$ cat config.mk
export PLATFORM = sky130hd
export DESIGN_NAME = register_file_flat
export DESIGN_NICKNAME = d
export VERILOG_FILES = /design/src/rtl/register_file_if.sv /design/src/rtl/register_file.sv /design/src/flat_wrapper.sv
export SDC_FILE = /design/constraint.sdc
export NUM_CORES = 2
export LEC_CHECK = 0
export BUFFER_PORTS_ARGS = -buffer_cell sky130_fd_sc_hd__buf_2
export CAP_MARGIN = 20
export CORE_AREA = 2 2 394 279
export DETAILED_ROUTE_END_ITERATION = 6
export DIE_AREA = 0 0 396 281
export GPL_TIMING_DRIVEN = 0
export PLACE_DENSITY = 0.8
export SETUP_SLACK_MARGIN = 0.05
export SLEW_MARGIN = 15
export SYNTH_ARGS = -nofsm -noshare
export SYNTH_HDL_FRONTEND = slang
export SYNTH_SLANG_ARGS = --single-unit
$ cat constraint.sdc
create_clock -name clk_in -period 5.6 [get_ports clk_in]
set_clock_uncertainty 0.1 [all_clocks]
set_input_delay 0.56 -clock clk_in [delete_from_list [all_inputs] [get_ports clk_in]]
set_output_delay 0.56 -clock clk_in [all_outputs]
set_load 0.1 [all_outputs]
$ cat src/rtl/register_file_if.sv
// Issue/read/commit bundle between the register file, instruction fetch and the ROB.
// Zero-latency wires; rdy_in is the only stall and freezes the register file.
interface register_file_if #(
  parameter int ROB_WIDTH = 4
);
  logic                 rdy_in;
  logic                 clear_signal;
  logic                 issue_signal;
  logic [4:0]           issue_rd_id;
  logic [ROB_WIDTH-1:0] issue_tag;
  logic [4:0]           rs1_id;
  logic [4:0]           rs2_id;
  logic [31:0]          rs1_value;
  logic [31:0]          rs2_value;
  logic                 rs1_busy;
  logic                 rs2_busy;
  logic [ROB_WIDTH-1:0] rs1_tag;
  logic [ROB_WIDTH-1:0] rs2_tag;
  logic                 reg_done;
  logic [31:0]          reg_value;
  logic [4:0]           reg_id;
  logic [ROB_WIDTH-1:0] reg_tag;

  modport master (
    output rdy_in, clear_signal, issue_signal, issue_rd_id, issue_tag,
           rs1_id, rs2_id, reg_done, reg_value, reg_id, reg_tag,
    input  rs1_value, rs2_value, rs1_busy, rs2_busy, rs1_tag, rs2_tag
  );

  modport slave (
    input  rdy_in, clear_signal, issue_signal, issue_rd_id, issue_tag,
           rs1_id, rs2_id, reg_done, reg_value, reg_id, reg_tag,
    output rs1_value, rs2_value, rs1_busy, rs2_busy, rs1_tag, rs2_tag
  );
endinterface

$ cat src/rtl/register_file.sv
// 32x32 architectural register file with ROB rename tags; combinational reads, 1-cycle updates,
// everything frozen while rdy_in is low. RF_COMMIT_BYPASS_EN forwards a same-cycle commit to reads.
module register_file #(
  parameter int ROB_WIDTH = 4,
  parameter int REG_COUNT = 32
) (
  input logic            clk_in,
  input logic            rst_in,
  register_file_if.slave rf
);

  typedef struct packed {
    logic [31:0]          value;
    logic                 busy;
    logic [ROB_WIDTH-1:0] tag;
  } rd_port_t;

  logic [31:0]          value_q [REG_COUNT];
  logic [31:0]          value_d [REG_COUNT];
  logic [REG_COUNT-1:0] busy_q;
  logic [REG_COUNT-1:0] busy_d;
  logic [ROB_WIDTH-1:0] tag_q   [REG_COUNT];
  logic [ROB_WIDTH-1:0] tag_d   [REG_COUNT];

  logic     commit_en;
  logic     issue_en;
  logic     clear_en;
  logic [4:0] rs_id [2];
  rd_port_t   rd    [2];

  assign commit_en = rf.rdy_in && rf.reg_done && (rf.reg_id != 5'd0);
  assign clear_en  = rf.rdy_in && rf.clear_signal;
  assign issue_en  = rf.rdy_in && rf.issue_signal && !rf.clear_signal && (rf.issue_rd_id != 5'd0);

  // Commit first, then clear/issue override busy/tag; this gives issue priority over a
  // matching commit on the same register without an explicit compare.
  always_comb begin
    value_d = value_q;
    busy_d  = busy_q;
    tag_d   = tag_q;
    if (commit_en) begin
      value_d[rf.reg_id] = rf.reg_value;
      if (busy_q[rf.reg_id] && (tag_q[rf.reg_id] == rf.reg_tag)) begin
        busy_d[rf.reg_id] = 1'b0;
      end
    end
    if (clear_en) begin
      busy_d = '0;
    end else if (issue_en) begin
      busy_d[rf.issue_rd_id] = 1'b1;
      tag_d[rf.issue_rd_id]  = rf.issue_tag;
    end
  end

  always_ff @(posedge clk_in) begin
    if (!rst_in) begin
      for (int i = 0; i < REG_COUNT; i++) begin
        value_q[i] <= '0;
        tag_q[i]   <= '0;
      end
      busy_q <= '0;
    end else if (rf.rdy_in) begin
      value_q <= value_d;
      busy_q  <= busy_d;
      tag_q   <= tag_d;
    end
  end

  assign rs_id[0] = rf.rs1_id;
  assign rs_id[1] = rf.rs2_id;

  always_comb begin
    for (int p = 0; p < 2; p++) begin
      rd[p].value = value_q[rs_id[p]];
      rd[p].busy  = busy_q[rs_id[p]];
      rd[p].tag   = tag_q[rs_id[p]];
`ifdef RF_COMMIT_BYPASS_EN
      if (commit_en && (rf.reg_id == rs_id[p]) && busy_q[rs_id[p]] &&
          (tag_q[rs_id[p]] == rf.reg_tag)) begin
        rd[p].value = rf.reg_value;
        rd[p].busy  = 1'b0;
      end
`endif
      if (rs_id[p] == 5'd0) begin
        rd[p] = '0;
      end
    end
  end

  assign rf.rs1_value = rd[0].value;
  assign rf.rs1_busy  = rd[0].busy;
  assign rf.rs1_tag   = rd[0].tag;
  assign rf.rs2_value = rd[1].value;
  assign rf.rs2_busy  = rd[1].busy;
  assign rf.rs2_tag   = rd[1].tag;

endmodule

$ cat src/flat_wrapper.sv
// flat-port wrapper written by rule: the top's interface ports become plain ports
module register_file_flat 
#(
  parameter int ROB_WIDTH = 4,
  parameter int REG_COUNT = 32
)
  (clk_in, rst_in, rf_rdy_in, rf_clear_signal, rf_issue_signal, rf_issue_rd_id, rf_issue_tag, rf_rs1_id, rf_rs2_id, rf_reg_done, rf_reg_value, rf_reg_id, rf_reg_tag, rf_rs1_value, rf_rs2_value, rf_rs1_busy, rf_rs2_busy, rf_rs1_tag, rf_rs2_tag);
  register_file_if #(.ROB_WIDTH(ROB_WIDTH)) rf_i ();
  input logic clk_in;
  input logic rst_in;
  input wire logic [$bits(rf_i.rdy_in)-1:0] rf_rdy_in;
  input wire logic [$bits(rf_i.clear_signal)-1:0] rf_clear_signal;
  input wire logic [$bits(rf_i.issue_signal)-1:0] rf_issue_signal;
  input wire logic [$bits(rf_i.issue_rd_id)-1:0] rf_issue_rd_id;
  input wire logic [$bits(rf_i.issue_tag)-1:0] rf_issue_tag;
  input wire logic [$bits(rf_i.rs1_id)-1:0] rf_rs1_id;
  input wire logic [$bits(rf_i.rs2_id)-1:0] rf_rs2_id;
  input wire logic [$bits(rf_i.reg_done)-1:0] rf_reg_done;
  input wire logic [$bits(rf_i.reg_value)-1:0] rf_reg_value;
  input wire logic [$bits(rf_i.reg_id)-1:0] rf_reg_id;
  input wire logic [$bits(rf_i.reg_tag)-1:0] rf_reg_tag;
  output wire logic [$bits(rf_i.rs1_value)-1:0] rf_rs1_value;
  output wire logic [$bits(rf_i.rs2_value)-1:0] rf_rs2_value;
  output wire logic [$bits(rf_i.rs1_busy)-1:0] rf_rs1_busy;
  output wire logic [$bits(rf_i.rs2_busy)-1:0] rf_rs2_busy;
  output wire logic [$bits(rf_i.rs1_tag)-1:0] rf_rs1_tag;
  output wire logic [$bits(rf_i.rs2_tag)-1:0] rf_rs2_tag;
  assign rf_i.rdy_in = rf_rdy_in;
  assign rf_i.clear_signal = rf_clear_signal;
  assign rf_i.issue_signal = rf_issue_signal;
  assign rf_i.issue_rd_id = rf_issue_rd_id;
  assign rf_i.issue_tag = rf_issue_tag;
  assign rf_i.rs1_id = rf_rs1_id;
  assign rf_i.rs2_id = rf_rs2_id;
  assign rf_i.reg_done = rf_reg_done;
  assign rf_i.reg_value = rf_reg_value;
  assign rf_i.reg_id = rf_reg_id;
  assign rf_i.reg_tag = rf_reg_tag;
  assign rf_rs1_value = rf_i.rs1_value;
  assign rf_rs2_value = rf_i.rs2_value;
  assign rf_rs1_busy = rf_i.rs1_busy;
  assign rf_rs2_busy = rf_i.rs2_busy;
  assign rf_rs1_tag = rf_i.rs1_tag;
  assign rf_rs2_tag = rf_i.rs2_tag;
  register_file #(.ROB_WIDTH(ROB_WIDTH), .REG_COUNT(REG_COUNT)) u_core (.clk_in(clk_in), .rst_in(rst_in), .rf(rf_i));
endmodule
Yosys cells after proc, flatten, opt, wreduce, memory -nomap -nowiden
Cells that the tools add are included.
Widths: inputs -> output; s select.
{ "totals": {"register_bits": 1184, "input_bits": 66, "output_inout_bits": 74} }
{ "classes": {"magnitude_cmp": 12, "eq_ne": 1, "n_mux": 37, "bitwise": 8, "reduce_logical": 18} }
{ "op_table": {"columns": ["op", "n"], "rows": [
  ["$bwmux 1024", 1],
  ["$bmux 32 s5", 2],
  ["$mux 32", 9],
  ["$demux 32 s5", 1],
  ["$bwmux 128", 1],
  ["$mux 37", 2],
  ["$bmux 4 s5", 3],
  ["$and 32x32->32", 1],
  ["$not 32->32", 1],
  ["$or 32x32->32", 1],
  ["$mux 4", 7],
  ["$ge 6x6->1 const B", 4],
  ["$lt 5x6->1 const B", 4],
  ["$not 5->6", 4],
  ["$demux 4 s5", 1],
  ["$bmux 1 s5", 3],
  ["$lt 6x1->1 const B", 2],
  ["$logic_and 1x1->1", 11],
  ["$demux 1 s5", 2],
  ["$ge 5x1->1 const B", 2],
  ["$logic_not 5->1", 2],
  ["$reduce_bool 5->1", 2],
  ["$mux 1", 5],
  ["$eq 4x4->1", 1],
  ["other kinds (4)", 4]
]} }

Logic depth before layout (Yosys ltp)
{ "depth": {"word_depth": 11, "ltp_mapped": 12} }

Worst setup path after synthesis
No wires, ideal clock.
{ "synth_path": {"path_type": "input to output", "from": "input rf_rs1_id[1]", "to": "output rf_rs1_value[10]", "t_arrival_ps": 3348, "required_time_ps": 4940, "slack_ps": 1592, "path_stages": 7, "n_path_buf": 3, "cell_sequence": "clkbuf_1 -> clkbuf_1 -> buf_1 -> mux4_2 -> mux4_2 -> mux2i_1 -> nor2_1"} }
{ "synth_via": {"elab_chain_len": 5} }
{ "synth_rtl": {"columns": ["item", "line_no", "rtl"], "rows": [
  ["start: declaration", "flat_wrapper.sv:16", "input wire logic [$bits(rf_i.rs1_id)-1:0] rf_rs1_id;"],
  ["$not 5->6 (not written as such)", "register_file.sv:74", "rd[p].value = value_q[rs_id[p]];"],
  ["$bmux 32 s5", "register_file.sv:74", null],
  ["$mux 32 (not written as such) (2 in series)", "register_file.sv:74", null],
  ["$mux 37 (*)", "register_file.sv:84", "if (rs_id[p] == 5'd0) begin"],
  ["end: declaration", "flat_wrapper.sv:22", "output wire logic [$bits(rf_i.rs1_value)-1:0] rf_rs1_value;"]
]} }
Mark *: on every way between the ends. The rest lies on a longest branch, timed or not. The select of a mux whose other input is x is not followed.

Worst setup path after layout
{ "layout_path": {"from": "input rf_rs2_id[1]", "to": "output rf_rs2_value[30]"} }
{ "layout_via": {"elab_chain_len": 5} }
{ "layout_rtl": {"columns": ["item", "line_no", "rtl"], "rows": [
  ["start: declaration", "flat_wrapper.sv:17", "input wire logic [$bits(rf_i.rs2_id)-1:0] rf_rs2_id;"],
  ["$not 5->6 (not written as such)", "register_file.sv:74", null],
  ["$bmux 32 s5", "register_file.sv:74", null],
  ["$mux 32 (not written as such) (2 in series)", "register_file.sv:74", null],
  ["$mux 37 (*)", "register_file.sv:84", null],
  ["end: declaration", "flat_wrapper.sv:23", "output wire logic [$bits(rf_i.rs2_value)-1:0] rf_rs2_value;"]
]} }
Marked as above.

==> flow_summary.json <==
{
  "status": "complete, but fails checks",
  "violations": "design-rule violations, negative hold slack",
  "ys_async_sr_fraction_pct": 0,
  "post_cts_buffers": 0,
  "slew_headroom_pct": 8.04,
  "yosys.area.top_type_share_pct": 36.9,
  "grt_overflow": 0,
  "fillers": 8397,
  "cts-root-buf": "clkbuf_16",
  "start_util_pct": 59.7,
  "cp-start-kind": "input pin",
  "period_needed_ns": 5.59,
  "port_buffers": 135,
  "io_pins": 140,
  "drc": 28,
  "p_leak_nw": 23.4,
  "synth_commonest_cells": "nand2_1, dfxtp_1, a21boi_0, mux4_2, clkbuf_1",
  "syn_area_um2": 64200,
  "arrival_ns": 4.93,
  "synth_top_area_cell": "dfxtp_1",
  "hold_path_class": "in -> reg",
  "endpoint_kind": "primary output",
  "worst_slack_ns": 0.0106,
  "cts_sinks": 1184,
  "syn_inst": 6460,
  "powerDensity_nw_per_um2": 260,
  "dieHeight_um": 281,
  "ys_warn_count": 0,
  "via_per_inst": 7.15,
  "syn_area_per_cell_um2": 9.93,
  "fmaxAchievable_ghz": 0.179,
  "vdd_drop_max_v": 0.000298,
  "antenna_found_initial": 18,
  "ys_seq_area_share_pct": 36.9,
  "final_util_pct": 66.1,
  "drt_pass1_iterations": 7,
  "maxCapViolCount": 0,
  "ys_top_cells_by_area": "dfxtp_1, mux4_2, nand2_1",
  "fin_setup_tns_ns": 0,
  "final_nets": 6799,
  "grt_max_degree": 17,
  "synth_cell_types": 64,
  "power_w": 0.0185,
  "clock_path_buffers": 3,
  "htree_levels": 3,
  "layout-drive-gt1-share_pct": 18.4,
  "drt_iter0_markers": 11600,
  "vias": 59200,
  "wl_per_cell_um": 32.3,
  "final_max_slew_viol_count": 0,
  "area_growth_pct": 10.7,
  "rows": 101,
  "cts_tree": "done",
  "tightest_slew_ns": 1.37,
  "clk_pin_slew_ns": 0.06,
  "cts_inserted_buffers": 116,
  "required_ns": 4.94,
  "drtAntennaViolNets": 0,
  "synth_edf_count": 0,
  "pre_cts_slack_ns": 0.382,
  "die_area_um2": 111000,
  "period_share_pct": 99.8,
  "grt_first_pass_wirelength_mm": 378,
  "cts_resized": 0,
  "grt_use_total_pct": 47.4,
  "place.gp.congestion": 1.07,
  "hold_viol_final": 1,
  "synth_top_flop_cell": "dfxtp_1",
  "ys_seq_elements": 1184,
  "grt_pass1_vias": 54600,
  "finalSetupViolCount": 0,
  "rsz0062_at_grt": "false",
  "fin_hold_ws_ns": -0.0145,
  "dpl.hpwl_mm": 201,
  "yosysMostFrequentCell": "nand2_1",
  "dieWidth_um": 396,
  "clock_latency_ns": 0.77,
  "setup.worst_path.class": "in -> out",
  "finalWirelength_mm": 268,
  "worst-path-max-fanout": 10,
  "syn-num-nets": 6526,
  "coreArea_um2": 108000
}
-- cell type report --
| class | instances | area, um2 | area share [%] |
|---|---|---|---|
| plain buffers | 654 | 2700 | 3.80 |
| repair buffers | 155 | 968 | 1.36 |
| multi-input cells | 4620 | 37900 | 53.3 |
| inverters | 2 | 7.51 | 0.0106 |
| clock inverters | 44 | 561 | 0.789 |
| diodes | 20 | 50.0 | 0.0704 |
| well taps | 1442 | 1800 | 2.54 |
| clock buffers | 168 | 3360 | 4.73 |
| flip-flops and latches | 1184 | 23700 | 33.4 |
-- timing repair --
action                     CTS  global route
setup endpoints to repair    0             0
hold buffers                 2             0
hold endpoints to repair     2             0
-- placed cells by master, fill, tap and decap left out, drive strengths merged, types with 5 or more instances in the layout --
| master | instances |
|---|---|
| mux2i | 218 |
| diode | 20 |
| bufinv | 10 |
| or4bb | 5 |
| nor2b | 100 |
| a21oi | 20 |
| a21boi | 1021 |
| mux4 | 751 |
| o22ai | 20 |
| nand3 | 32 |
| nand3b | 6 |
| nor3 | 11 |
| o21ai | 68 |
| mux2 | 10 |
| dfxtp | 1184 |
| buf | 293 |
| nand2 | 2100 |
| a22oi | 15 |
| and2 | 37 |
| clkbuf | 679 |
| clkinv | 31 |
| nor2 | 144 |
| or3b | 5 |
| nor4 | 6 |
-- path summary, 6_finish.rpt --
path | to | cells after the start | slack, ns | from
setup / recovery | rf_rs2_value[30] | 8 | 0.01 | rf_rs2_id[1]
hold / removal | u_core.value_q[986]$_SDFFE_PN0P_ | 3 | -0.01 | rf_reg_value[26]
setup reg to reg | u_core.busy_q[18]$_SDFFE_PN0P_ | 8 | 2.07 | u_core.tag_q[50]$_SDFFE_PN0P_
hold reg to reg | u_core.value_q[648]$_SDFFE_PN0P_ | 2 | 0.37 | u_core.value_q[648]$_SDFFE_PN0P_
-- power breakdown --
part | switching (W) | internal [W]
Combinational | 0.00119 | 0.000517
Clock | 0.00368 | 0.00463
Sequential | 0.0000259 | 0.00845
-- per-layer routing --
metal,wire [um],GRT usage (%)
met5,772,4.49
met4,17200,24.9
met3,53900,25.7
met2,101000,60.0
met1,95500,63.6
-- per-stage QoR --
| stage | cells | area [um2] |
|---|---|---|
| after floorplan | 6460 | 64200 |
| after global placement | 8037 | 66700 |
| after detailed placement | 8047 | 67000 |
| after CTS | 8261 | 70900 |
| after global routing | 8275 | 71000 |
| final | 8289 | 71100 |
-- registers in the layout, indices dropped and copies added (netlist names) --
name            cells
u_core.value_q   1024
u_core.tag_q      128
u_core.busy_q      32
-- cells by family (layout without fill, tap and decap cells) --
| family | after synthesis | in the layout | share of synthesized area, % |
|---|---|---|---|
| flops | 1184 | 1184 | 36.9 |
| simple gates | 2479 | 2479 | 15.5 |
| buf+inv | 656 | 1023 | 4.14 |
| compound gates | 1159 | 1159 | 13.4 |
| xor+xnor | 3 | 3 | 0.0410 |
| other cells | 0 | 20 | 0 |
| mux | 979 | 979 | 30.0 |
-- worst max-delay path: stages --
cell and delay (ns):
clkbuf_2 0.55, clkbuf_1 0.98, clkbuf_1 1.00, mux4_2 0.45
mux4_2 0.52, mux2i_1 0.46, nor2_1 0.08, buf_2 0.31
(Power assumes the default switching activity.)
